===== config.mk =====
export PLATFORM = sky130hd
export DESIGN_NAME = fetch_unit
export DESIGN_NICKNAME = d
export VERILOG_FILES = /design/src/rtl/fetch_unit.sv
export SDC_FILE = /design/constraint.sdc
export NUM_CORES = 1
export LEC_CHECK = 0
export ABC_AREA = 0
export ABC_CLOCK_PERIOD_IN_PS = 2710
export BUFFER_PORTS_ARGS = -buffer_cell sky130_fd_sc_hd__buf_2
export CAP_MARGIN = 5
export CORE_MARGIN = 5
export CORE_UTILIZATION = 34
export CTS_BUF_LIST = sky130_fd_sc_hd__clkbuf_16
export DETAILED_ROUTE_END_ITERATION = 12
export GPL_ROUTABILITY_DRIVEN = 0
export GPL_TIMING_DRIVEN = 0
export MAX_ROUTING_LAYER = met4
export PLACE_DENSITY = 0.61
export SLEW_MARGIN = 20
export SYNTH_ARGS = -nofsm -noshare
export SYNTH_HDL_FRONTEND = slang
export SYNTH_SLANG_ARGS = --single-unit

===== constraint.sdc =====
create_clock -name clk -period 2.71 [get_ports clk]
set_input_delay 0.271 -clock clk [delete_from_list [all_inputs] [get_ports clk]]
set_output_delay 0.271 -clock clk [all_outputs]
set_load 0.02 [all_outputs]

===== src/rtl/fetch_unit.sv =====
// Fetch stage: owns the PC, issues to instruction memory, buffers returned words
// with their PCs for decode. Optional perf counters under FETCH_PERF_EN.
module fetch_unit #(
  parameter int unsigned DEPTH    = 4,
  parameter logic [31:0] RESET_PC = 32'h0
) (
  input  logic        clk,
  input  logic        rstn,
  output logic [31:0] imem_pc,
  input  logic [31:0] imem_instr,
  input  logic        imem_stop,
  input  logic        redirect_valid,
  input  logic [31:0] redirect_pc,
  output logic        dec_valid,
  output logic [31:0] dec_instr,
  output logic [31:0] dec_pc,
  input  logic        dec_ready,
  output logic        fetch_done
`ifdef FETCH_PERF_EN
  ,
  output logic [31:0] perf_stall_cycles,
  output logic [31:0] perf_flushes
`endif
);

  localparam int unsigned PW = (DEPTH > 1) ? $clog2(DEPTH) : 1;
  localparam int unsigned CW = PW + 1;
  localparam logic [CW-1:0] DEPTH_C = CW'(DEPTH);

  typedef struct packed {
    logic [31:0] pc;
    logic [31:0] instr;
  } fetch_entry_t;

  fetch_entry_t      mem_q [DEPTH];
  fetch_entry_t      mem_d [DEPTH];
  logic [31:0]       pc_q, pc_d;
  logic [31:0]       inflight_pc_q, inflight_pc_d;
  logic              inflight_q, inflight_d;
  logic              done_q, done_d;
  logic [PW-1:0]     rd_ptr_q, rd_ptr_d;
  logic [PW-1:0]     wr_ptr_q, wr_ptr_d;
  logic [CW-1:0]     count_q, count_d;

  logic [CW-1:0]     credit_used;
  logic              credit_full;
  logic              issue;
  logic              capture;
  logic              push;
  logic              pop;

  // The in-flight word holds a credit, so a capture can never find the FIFO full.
  always_comb begin
    credit_used = count_q + CW'(inflight_q);
    credit_full = (credit_used >= DEPTH_C);
    issue       = !redirect_valid && !done_q && !credit_full;
    capture     = inflight_q && !redirect_valid;
    push        = capture && !imem_stop;
    pop         = dec_valid && dec_ready && !redirect_valid;
  end

  assign imem_pc    = pc_q;
  assign fetch_done = done_q;
  assign dec_valid  = (count_q != '0);
  assign dec_instr  = dec_valid ? mem_q[rd_ptr_q].instr : 32'h0;
  assign dec_pc     = dec_valid ? mem_q[rd_ptr_q].pc    : 32'h0;

  always_comb begin
    pc_d          = pc_q;
    inflight_d    = issue;
    inflight_pc_d = issue ? pc_q : inflight_pc_q;
    done_d        = done_q;
    rd_ptr_d      = rd_ptr_q;
    wr_ptr_d      = wr_ptr_q;
    count_d       = count_q;
    mem_d         = mem_q;
    if (redirect_valid) begin
      pc_d     = {redirect_pc[31:2], 2'b00};
      done_d   = 1'b0;
      rd_ptr_d = '0;
      wr_ptr_d = '0;
      count_d  = '0;
    end else begin
      if (issue)
        pc_d = pc_q + 32'd4;
      if (capture && imem_stop)
        done_d = 1'b1;
      if (push) begin
        mem_d[wr_ptr_q] = '{pc: inflight_pc_q, instr: imem_instr};
        wr_ptr_d        = wr_ptr_q + PW'(1);
      end
      if (pop)
        rd_ptr_d = rd_ptr_q + PW'(1);
      case ({push, pop})
        2'b10:   count_d = count_q + CW'(1);
        2'b01:   count_d = count_q - CW'(1);
        default: count_d = count_q;
      endcase
    end
  end

  always_ff @(posedge clk) begin
    if (!rstn) begin
      pc_q          <= RESET_PC;
      inflight_q    <= 1'b0;
      inflight_pc_q <= RESET_PC;
      done_q        <= 1'b0;
      rd_ptr_q      <= '0;
      wr_ptr_q      <= '0;
      count_q       <= '0;
    end else begin
      pc_q          <= pc_d;
      inflight_q    <= inflight_d;
      inflight_pc_q <= inflight_pc_d;
      done_q        <= done_d;
      rd_ptr_q      <= rd_ptr_d;
      wr_ptr_q      <= wr_ptr_d;
      count_q       <= count_d;
    end
  end

  // Storage needs no reset: entries are only visible once count covers them.
  always_ff @(posedge clk) begin
    mem_q <= mem_d;
  end

`ifdef FETCH_PERF_EN
  logic [31:0] perf_stall_q, perf_stall_d;
  logic [31:0] perf_flush_q, perf_flush_d;

  always_comb begin
    perf_stall_d = perf_stall_q + 32'(!redirect_valid && !done_q && credit_full);
    perf_flush_d = perf_flush_q + 32'(redirect_valid);
  end

  always_ff @(posedge clk) begin
    if (!rstn) begin
      perf_stall_q <= '0;
      perf_flush_q <= '0;
    end else begin
      perf_stall_q <= perf_stall_d;
      perf_flush_q <= perf_flush_d;
    end
  end

  assign perf_stall_cycles = perf_stall_q;
  assign perf_flushes      = perf_flush_q;
`endif

endmodule

==> results of run 1 <==
flip-flops by register name (all words and copies together), names as in the netlist:
signal	flops
mem_q	248
imem_pc	30
inflight_pc_q	30
count_q	3
rd_ptr_q	2
wr_ptr_q	2
fetch_done	1
inflight_q	1
path summary, 6_finish.rpt:
| check | slack (ps) | to |
|---|---|---|
| worst max-delay path | 130 | dec_instr[24] |
| worst min-delay path | 20 | mem_q[131] |
| worst max register to register | 200 | mem_q[9] |
| worst min register to register | 500 | mem_q[51] |
metal layers:
metal | routed length [µm] | track usage [%] | vias up | part of all wire (%)
met5 | 0 | - | - | 0
met4 | 392 | 2.643 | 0 | 1.4
met3 | 1889 | 2.872 | 33 | 6.5
met2 | 13530 | 22.53 | 259 | 47
met1 | 13230 | 19.82 | 3579 | 46
li1 | - | - | 3453 | -
worst reg2reg max path: cells and delay by family, from the launching register on:
family,cells,cell delay (ps)
flip-flops,1,370
AND/OR/NAND/NOR,2,1540
buffers and inverters,1,280
synthesized netlist by cell type (4+ instances only):
master    count
nand2_1      86
xor2_1       21
nand3_1      11
xnor2_1      11
nor2_1       15
buf_4         4
mux4_2       62
buf_2         7
ha_1          6
a21oi_1      26
a21boi_0     30
nor3_1        5
o21ai_0      35
dfxtp_1      69
and2_1        6
inv_1        12
clkbuf_1     34
edfxtp_1    248
nor2b_1      62
nand4_1      15
report_power, final:
part           internal, µW  switching (µW)  total, µW
logic                   182             257        439
clock network          2450            1780       4230
registers              5300            86.0       5390
total                  7940            2120      10100
timing repair:
action | in CTS | in global routing
endpoints found under the hold margin | 120 | 0
setup endpoints to repair | 59 | 50
gates resized for setup | 8 | 2
buffers inserted | 0 | 0
hold buffers | 30 | 0
logic make-up after synthesis:
kind of cell,Yosys count,share of synthesized area [%]
compound gates,98,4.663
xor+xnor,32,2.227
fa+ha+maj,7,0.7557
buf+inv,60,1.979
flops,317,70.16
mux,63,11.19
other cells,1,0.02980
simple gates,215,8.999
per-stage QoR:
step                      std cells  setup WS [ps]  setup TNS (ps)
after floorplan                 796          401.8               0
after global placement         1423          -1063         -239230
after detailed placement       1429         -209.0          -14380
after CTS                      1519          9.354               0
after global routing           1520         -64.61           -1366
final                          1520          134.9               0
cell type report:
type                    count  area (µm²)  share of cell area [%]
flip-flops and latches    317        8831                   57.14
multi-input cells         419        3532                   22.85
repair buffers            195        1217                   7.877
clock buffers              37       925.9                   5.990
well taps                 468       585.6                   3.789
plain buffers              45       205.2                   1.328
clock inverters            25       107.6                  0.6962
inverters                  13       48.80                  0.3157
diodes                      1       2.502                 0.01619
==> impl_metrics.sql, run 1 <==
INSERT INTO impl_metrics (metric_group, metric, value, unit) VALUES
('synth', 'synth_flop_cell', 'edfxtp_1', ''),
('synth', 'ys_seq_elements', '317', ''),
('die', 'start_util', '34.37', '%'),
('layout', 'layout_commonest_cell', 'edfxtp_1', ''),
('global_routing', 'via_count_of_the_first_global_routing_pass', '7680', ''),
('critical_path', 'critical-path-max-stage-delay', '560', 'ps'),
('critical_path', 'cp-end-kind', 'primary output', ''),
('layout', 'mostFrequentLayoutCells', 'edfxtp_1, buf_2, nand2_1', ''),
('power_and_ir_drop', 'leakage_power', '0.005370', 'µW'),
('die', 'die_ar', '40960', 'µm²'),
('critical_path', 'critical_path_cell_count', '4', ''),
('clock_network', 'cts_tree', 'done', ''),
('critical_path', 'crit-reg2reg-launch', 'inflight_q', ''),
('run_status', 'status', 'complete, no violations', ''),
('sta', 'finalSetupViolations', '0', ''),
('power_and_ir_drop', 'peakVddDrop', '0.3543', 'mV'),
('synth', 'yosysSeqAreaShare', '70.16', '%'),
('sta', 'timing.final.crit_period', '2575', 'ps'),
('clock_network', 'max-clock-path-buffers', '3', ''),
('synth', 'synth-edff-count', '248', ''),
('route', 'drtIter0Drc', '327', ''),
('critical_path', 'timing.critical_path.slowest_stage_cell', 'mux4_2', ''),
('global_routing', 'grt_max_degree', '45', ''),
('synth', 'synth_area_leaders', 'edfxtp_1, mux4_2, dfxtp_1, nor2b_1, nand2_1', ''),
('critical_path', 'critical_path_arrival', '2300', 'ps'),
('critical_path', 'r2r.worst_path.cells', '3', ''),
('sta', 'fmax_achieved', '388.3', 'MHz'),
('sta', 'hold_viol_final', '0', ''),
('layout', 'final_nets', '1102', ''),
('placement', 'hpwl_reported_at_the_end_of_detailed_placement', '19540', 'µm'),
('die', 'row_count', '70', ''),
('synth', 'yosysWarnings', '0', ''),
('placement', 'post_dp_cell_area', '14110', 'µm²'),
('synth', 'yosys.cell_types.count', '41', ''),
('layout', 'filler_cell_count', '3385', ''),
('critical_path', 'critical_path_peak_fanout', '10', ''),
('route', 'drt-wirelength-per-cell', '19.10', 'µm'),
('route', 'vias_per_cell', '4.818', ''),
('sta', 'timing.final.max_slew_violations', '0', ''),
('layout', 'fin_util', '42.22', '%'),
('die', 'placeableCoreArea', '36610', 'µm²'),
('synth', 'post_synth_inst_count', '793', ''),
('sta', 'final_worst_hold_slack', '17.39', 'ps'),
('route', 'detail-route-antenna-nets', '0', ''),
('min_path', 'worst_hold_path_type', 'in -> reg', ''),
('clock_network', 'clk_pin_slew_worst_paths', '50', 'ps'),
('power_and_ir_drop', 'p_per_area', '650.6', 'nW/µm²'),
('critical_path', 'worst_ep_required_time', '2440', 'ps'),
('critical_path', 'path_buf_inv', '2', ''),
('layout', 'layout-drive-gt1-share', '28.73', '%'),
('clock_network', 'tritoncts.num_buffers', '35', ''),
('route', 'vias', '7324', ''),
('critical_path', 'cp_cell_sequence', 'buf_2 > mux4_2 > nor2b_1 > buf_2', ''),
('power_and_ir_drop', 'total_power', '10060', 'µW'),
('critical_path', 'worst_path_most_repeated_cell', 'buf_2', ''),
('clock_network', 'clkLatencyLatePin', '500', 'ps'),
('global_routing', 'globalRouteOverflowTotal', '0', ''),
('global_routing', 'grt_util_all_layers', '14.36', '%'),
('global_routing', 'antenna_violations_before_repair', '1', ''),
('layout', 'area.growth.synth_to_final', '22.83', '%'),
('flow_run', 'max_cap_violations', '0', ''),
('sta', 'period_share', '95.02', '%'),
('route', 'drcViolationCount', '0', ''),
('global_routing', 'first_pass_grt_wire_length', '45230', 'µm'),
('sta', 'rsz0062_at_grt', 'true', ''),
('synth', 'synth.top_cell.area_share', '59.18', '%'),
('clock_network', 'ctsRootBufferMaster', 'clkbuf_16', ''),
('synth', 'postSynthAreaPerCell', '15.87', 'µm²'),
('sta', 'clock_skew', '13.80', 'ps'),
('critical_path', 'cp-start-kind', 'flip-flop', ''),
('min_path', 'min-delay-start', 'imem_instr[3]', '');
Note: power is estimated with default switching activity, not from simulation.
==> run 2: changes to the inputs <==
--- a/config.mk
+++ b/config.mk
@@ -9,6 +9,8 @@
 export ABC_CLOCK_PERIOD_IN_PS = 2710
 export BUFFER_PORTS_ARGS = -buffer_cell sky130_fd_sc_hd__buf_2
 export CAP_MARGIN = 5
+export CELL_PAD_IN_SITES_DETAIL_PLACEMENT = 0
+export CELL_PAD_IN_SITES_GLOBAL_PLACEMENT = 1
 export CORE_MARGIN = 5
 export CORE_UTILIZATION = 34
 export CTS_BUF_LIST = sky130_fd_sc_hd__clkbuf_16
@@ -16,7 +18,8 @@
 export GPL_ROUTABILITY_DRIVEN = 0
 export GPL_TIMING_DRIVEN = 0
 export MAX_ROUTING_LAYER = met4
-export PLACE_DENSITY = 0.61
+export PLACE_DENSITY = 0.69
+export RECOVER_POWER = 100
 export SLEW_MARGIN = 20
 export SYNTH_ARGS = -nofsm -noshare
 export SYNTH_HDL_FRONTEND = slang
==> run 2 against run 1 <==
Compared with the run above:
- total power grew 6.3%
- global-route usage grew 0.27 points
- clock power grew 15%
- largest cell class unchanged
- largest power group unchanged
- critical endpoint is now dec_instr[4]
- fmax grew 1.5%
- critical path depth is the same
==> impl_metrics.sql, run 2 (synthesized netlist as in run 1, its figures left out) <==
INSERT INTO impl_metrics (metric_group, metric, value, unit) VALUES
('power_and_ir_drop', 'leakage_power', '0.005072', 'µW'),
('sta', 'fmax_achieved', '394.0', 'MHz'),
('sta', 'final.setup.tns', '0', 'ps'),
('power_and_ir_drop', 'total_power', '10690', 'µW'),
('layout', 'filler_cell_count', '3419', ''),
('route', 'drt-wirelength-per-cell', '19.16', 'µm'),
('critical_path', 'timing.setup.critical_path_class', 'reg -> out', ''),
('sta', 'hold_viol_final', '0', ''),
('power_and_ir_drop', 'p_per_area', '688.6', 'nW/µm²'),
('layout', 'layout.cells.non_filler', '1526', ''),
('route', 'detail_route.first_pass.iterations', '7', ''),
('global_routing', 'globalRouteOverflowTotal', '0', ''),
('global_routing', 'via_count_of_the_first_global_routing_pass', '7696', ''),
('global_routing', 'antenna_violations_before_repair', '0', ''),
('layout', 'layout-drive-gt1-share', '20.70', '%'),
('clock_network', 'clk_pin_slew_worst_paths', '60', 'ps'),
('clock_network', 'tritoncts.num_buffers', '35', ''),
('critical_path', 'critical_path_arrival', '2270', 'ps'),
('sta', 'period_share', '93.66', '%'),
('die', 'pin_count', '167', ''),
('placement', 'numPortBuffers', '159', ''),
('layout', 'top_register', 'mem_q', ''),
('global_routing', 'grt_max_degree', '46', ''),
('sta', 'finalSetupViolations', '0', ''),
('die', 'placeableCoreArea', '36610', 'µm²'),
('layout', 'area.growth.synth_to_final', '23.35', '%'),
('placement', 'hpwl_reported_at_the_end_of_detailed_placement', '19730', 'µm'),
('sta', 'worst-slew-pin-transition', '1059', 'ps'),
('layout', 'layout_commonest_cell', 'edfxtp_1', ''),
('flow_run', 'max_cap_violations', '0', ''),
('route', 'drtIter0Drc', '406', ''),
('layout', 'insertedDiodeCount', '0', ''),
('route', 'drcViolationCount', '0', ''),
('critical_path', 'reg2reg_to', 'mem_q[90]', ''),
('clock_network', 'max-clock-path-buffers', '3', ''),
('layout', 'seq_area', '8833', 'µm²'),
('clock_network', 'cts_tree', 'done', ''),
('min_path', 'min-delay-start', 'redirect_pc[27]', ''),
('layout', 'multi_input_combinational_cell_area', '3507', 'µm²'),
('critical_path', 'worst_ep_required_time', '2440', 'ps'),
('critical_path', 'timing.reg2reg.setup_slack', '180', 'ps'),
('placement', 'place.detailed.instances', '1428', ''),
('global_routing', 'grt_busiest_layer', 'met2', ''),
('power_and_ir_drop', 'peakVddDrop', '0.4250', 'mV'),
('die', 'die_ar', '40960', 'µm²'),
('die', 'dieWidth', '202.4', 'µm'),
('sta', 'timing.final.max_slew_violations', '0', ''),
('critical_path', 'r2r.worst_path.cells', '3', ''),
('die', 'start_util', '34.37', '%'),
('critical_path', 'worstSetupStartpoint', 'rd_ptr_q[0]', ''),
('global_routing', 'first_pass_grt_wire_length', '45460', 'µm'),
('clock_network', 'clkLatencyLatePin', '520', 'ps'),
('global_routing', 'grt_util_all_layers', '14.63', '%'),
('clock_network', 'tritoncts_num_sinks', '317', ''),
('layout', 'final_nets', '1107', ''),
('critical_path', 'cp-start-kind', 'flip-flop', ''),
('sta', 'clock_skew', '25.56', 'ps'),
('route', 'vias_per_cell', '4.820', ''),
('critical_path', 'cp-end-kind', 'primary output', ''),
('min_path', 'worst_hold_path_type', 'in -> reg', ''),
('global_routing', 'use_met2', '23.63', '%'),
('clock_network', 'postCtsSetupBuffers', '0', ''),
('clock_network', 'htree_num_levels', '2', ''),
('route', 'detail-route-antenna-nets', '0', ''),
('global_routing', 'groute.layer.met3.usage', '2.936', '%'),
('run_status', 'status', 'complete, no violations', ''),
('layout', 'largest_register_ffs', '248', ''),
('die', 'row_count', '70', ''),
('clock_network', 'ctsRootBufferMaster', 'clkbuf_16', ''),
('critical_path', 'crit-reg2reg-launch', 'inflight_q', ''),
('sta', 'rsz0062_at_grt', 'false', ''),
('critical_path', 'endpoint', 'dec_instr[4]', ''),
('layout', 'mostFrequentLayoutCells', 'edfxtp_1, clkbuf_1, nand2_1', ''),
('sta', 'max-slew-margin-rel', '28.80', '%'),
('route', 'vias', '7355', ''),
('global_routing', 'grtUsageMet1', '19.48', '%'),
('route', 'postRouteWirelength', '29240', 'µm'),
('critical_path', 'critical_path_peak_fanout', '10', ''),
('sta', 'timing.final.crit_period', '2538', 'ps'),
('die', 'die_outline_height', '202.4', 'µm');
-- run 2: cell types whose count changed in the layout (fill, tap and decap cells not counted), moves of 5 or more --
cell and change:
buf_2 -116, bufinv_16 +6, clkbuf_2 +25, inv_1 -11, dlygate4sd3_1 +6, clkbuf_1 +88
clkinv_1 +5
-- run 2: through the flow --
| stage | setup slack (ps) | hold WS, ps | instance area, µm² | util, % |
|---|---|---|---|---|
| floorplan | 401.8 | 369.9 | 12600 | - |
| global placement | -1013 | 478.1 | 13980 | 38.19 |
| detailed placement | -178.8 | 487.1 | 14100 | 38.52 |
| CTS | 0.3679 | 4.116 | 15690 | 42.85 |
| global route | 10.96 | 24.96 | 15520 | 42.40 |
| finish | 171.9 | 15.46 | 15520 | 42.40 |
-- run 2: how the worst min path moves through the flow --
stage	slack [ps]	to	depth (start not counted)
finish	20	imem_pc[27]	3
floorplan	370	mem_q[0]	0
CTS	4	imem_pc[2]	3
detailed placement	490	mem_q[154]	1
global route	20	imem_pc[27]	3
global placement	480	mem_q[39]	0
-- run 2: worst max-delay path, cell delays in order, from the launching register on --
cell and delay, ps:
dfxtp_4 480, buf_2 400, mux4_2 560, nor2b_1 140, clkbuf_2 160
-- run 2: power breakdown --
part	switching, µW	internal (µW)	total [µW]
logic	261	171	431
clock network	1910	2960	4870
registers	83.5	5300	5390
-- run 2: cell type report --
type,count,share of cell area (%)
plain buffers,45,1.395
clock buffers,35,5.643
clock inverters,29,2.104
inverters,13,0.3144
multi-input cells,419,22.60
flip-flops and latches,317,56.91
well taps,468,3.773
repair buffers,200,7.263
-- run 2: routing by layer --
metal,wire [µm],vias to the layer above,part of all wire (%)
met2,14040,197,48
li1,-,3465,-
met3,1548,35,5.3
met4,460,0,1.6
met5,0,-,0
met1,13190,3658,45
-- run 2: timing repair --
item | in CTS | in global routing
setup endpoints to repair | 62 | 26
endpoints found under the hold margin | 132 | 0
hold buffers | 36 | 0
resized for setup | 16 | 4
==> run 3: changes to the inputs <==
--- a/config.mk
+++ b/config.mk
@@ -12,13 +12,13 @@
 export CELL_PAD_IN_SITES_DETAIL_PLACEMENT = 0
 export CELL_PAD_IN_SITES_GLOBAL_PLACEMENT = 1
 export CORE_MARGIN = 5
-export CORE_UTILIZATION = 34
+export CORE_UTILIZATION = 43
 export CTS_BUF_LIST = sky130_fd_sc_hd__clkbuf_16
 export DETAILED_ROUTE_END_ITERATION = 12
 export GPL_ROUTABILITY_DRIVEN = 0
 export GPL_TIMING_DRIVEN = 0
 export MAX_ROUTING_LAYER = met4
-export PLACE_DENSITY = 0.69
+export PLACE_DENSITY = 0.82
 export RECOVER_POWER = 100
 export SLEW_MARGIN = 20
 export SYNTH_ARGS = -nofsm -noshare
==> run 3 against run 2 <==
Compared with the run above:
- global-route usage grew 2.5 points
- register-to-register slack lost 20 ps
- worst setup slack lost 22 ps
- largest power group unchanged
- total power shrank 4.4%
- largest cell class unchanged
- non-clock buffer count shrank 3
- clock-buffer cell count grew 2
==> impl_metrics.sql, run 3 (synthesized netlist as in run 1, its figures left out) <==
INSERT INTO impl_metrics (metric_group, metric, value, unit) VALUES
('layout', 'layout_commonest_cell', 'edfxtp_1', ''),
('clock_network', 'max-clock-path-buffers', '3', ''),
('layout', 'final_nets', '1103', ''),
('critical_path', 'cp-start-kind', 'flip-flop', ''),
('route', 'route.met2.wl', '13270', 'µm'),
('flow_run', 'max_cap_violations', '0', ''),
('route', 'maxUsedRoutingLayer', 'met4', ''),
('power_and_ir_drop', 'p_per_area', '667.0', 'nW/µm²'),
('route', 'drt-wirelength-per-cell', '18.99', 'µm'),
('route', 'vias_per_cell', '5.109', ''),
('sta', 'finalSetupViolations', '0', ''),
('sta', 'worst-slew-pin-transition', '1135', 'ps'),
('die', 'row_count', '62', ''),
('critical_path', 'critical_path_peak_fanout', '10', ''),
('sta', 'rsz0062_at_grt', 'false', ''),
('clock_network', 'clk_pin_slew_worst_paths', '60', 'ps'),
('placement', 'hpwl_reported_at_the_end_of_detailed_placement', '17940', 'µm'),
('global_routing', 'antenna_violations_before_repair', '1', ''),
('clock_network', 'tritoncts_num_sinks', '317', ''),
('die', 'die_outline_height', '181.1', 'µm'),
('min_path', 'worst_hold_path_type', 'in -> reg', ''),
('layout', 'mostFrequentLayoutCells', 'edfxtp_1, clkbuf_1, nand2_1', ''),
('layout', 'filler_cell_count', '2377', ''),
('route', 'postRouteWirelength', '27280', 'µm'),
('die', 'start_util', '43.72', '%'),
('critical_path', 'critical_path_arrival', '2290', 'ps'),
('die', 'dieWidth', '181.1', 'µm'),
('global_routing', 'grt_util_all_layers', '17.13', '%'),
('power_and_ir_drop', 'peakVddDrop', '0.3649', 'mV'),
('layout', 'layout.cells.non_filler', '1437', ''),
('sta', 'timing.final.crit_period', '2561', 'ps'),
('placement', 'numPortBuffers', '159', ''),
('sta', 'final_worst_hold_slack', '27.00', 'ps'),
('power_and_ir_drop', 'leakage_power', '0.005112', 'µW'),
('clock_network', 'cts_tree', 'done', ''),
('sta', 'max-slew-margin-rel', '23.70', '%'),
('global_routing', 'globalRouteOverflowTotal', '0', ''),
('sta', 'final.setup.tns', '0', 'ps'),
('clock_network', 'tritoncts.num_buffers', '34', ''),
('clock_network', 'htree_num_levels', '2', ''),
('placement', 'place.detailed.instances', '1345', ''),
('global_routing', 'grt_max_degree', '46', ''),
('route', 'detail-route-antenna-nets', '0', ''),
('sta', 'fmax_achieved', '390.5', 'MHz'),
('clock_network', 'clkLatencyLatePin', '500', 'ps'),
('layout', 'area.growth.synth_to_final', '21.70', '%'),
('route', 'wl_met1', '11870', 'µm'),
('layout', 'largest_register_ffs', '248', ''),
('sta', 'period_share', '94.48', '%'),
('route', 'drcViolationCount', '0', ''),
('sta', 'timing.final.max_slew_violations', '0', ''),
('critical_path', 'worst_ep_required_time', '2440', 'ps'),
('layout', 'top_register', 'mem_q', ''),
('sta', 'hold_viol_final', '0', ''),
('die', 'die_ar', '32780', 'µm²'),
('critical_path', 'cp-end-kind', 'primary output', ''),
('clock_network', 'ctsRootBufferMaster', 'clkbuf_16', ''),
('route', 'vias', '7341', ''),
('layout', 'fin_util', '53.21', '%'),
('sta', 'clock_skew', '11.86', 'ps'),
('die', 'pin_count', '167', ''),
('run_status', 'status', 'complete, no violations', ''),
('critical_path', 'timing.setup.critical_path_class', 'reg -> out', ''),
('route', 'detail_route.first_pass.iterations', '5', ''),
('global_routing', 'via_count_of_the_first_global_routing_pass', '7650', ''),
('layout', 'layout-drive-gt1-share', '22.24', '%'),
('route', 'met3RoutedLength', '1721', 'µm'),
('die', 'placeableCoreArea', '28780', 'µm²'),
('route', 'drtIter0Drc', '413', ''),
('global_routing', 'first_pass_grt_wire_length', '43100', 'µm');
## run 3: cell type report
class                           count  area [µm²]  share of cell area, %
Sequential cell                   317        8831                  57.67
Multi-Input combinational cell    419        3506                  22.89
Timing Repair Buffer              197        1145                  7.476
Clock buffer                       37       925.9                  6.046
Tap cell                          384       480.5                  3.138
Buffer                             45       215.2                  1.405
Clock inverter                     24       158.9                  1.038
Inverter                           13       48.80                 0.3187
Antenna cell                        1       2.502                0.01634
## run 3: power by group
| group | switching (µW) | total, µW | internal (µW) |
|---|---|---|---|
| Clock | 1760 | 4410 | 2640 |
| Sequential | 83.4 | 5390 | 5300 |
| Combinational | 252 | 420 | 168 |
| Total | 2100 | 10200 | 8110 |
## run 3: path summary, 6_finish.rpt
kind | start | end | depth (start not counted) | slack, ps
worst max-delay path | count_q[0] | dec_pc[19] | 5 | 150
worst max register to register | inflight_q | mem_q[12] | 3 | 160
worst min register to register | inflight_pc_q[19] | mem_q[115] | 0 | 510
worst min-delay path | imem_stop | fetch_done | 3 | 30
## run 3: routing by layer
| metal | track usage [%] | vias to the layer above |
|---|---|---|
| li1 | - | 3452 |
| met5 | - | - |
| met3 | 3.439 | 35 |
| met1 | 22.94 | 3638 |
| met2 | 27.36 | 216 |
| met4 | 4.173 | 0 |
## run 3: stage by stage
stage	cell area [µm²]	power [µW]	worst slack [ps]
after floorplan	12600	5691	401.8
after global placement	13880	5879	-997.0
after detailed placement	14010	5894	-58.15
after CTS	15440	10330	13.25
after global routing	15310	10580	3.071
final	15310	10210	149.5
## run 3: timing repair
item                                   in CTS  in global routing
hold buffers                               32                  0
setup endpoints to repair                  59                 19
endpoints found under the hold margin     128                  0
gates resized for setup                    12                  3
setup buffers                               0                  0
cloned                                      0                  0
## run 3: worst max-delay path, cell delays in order (launching register included)
cell,delay (ps)
dfxtp_1,380
nor3_4,370
buf_4,230
clkbuf_1,450
nor2b_1,160
buf_2,200
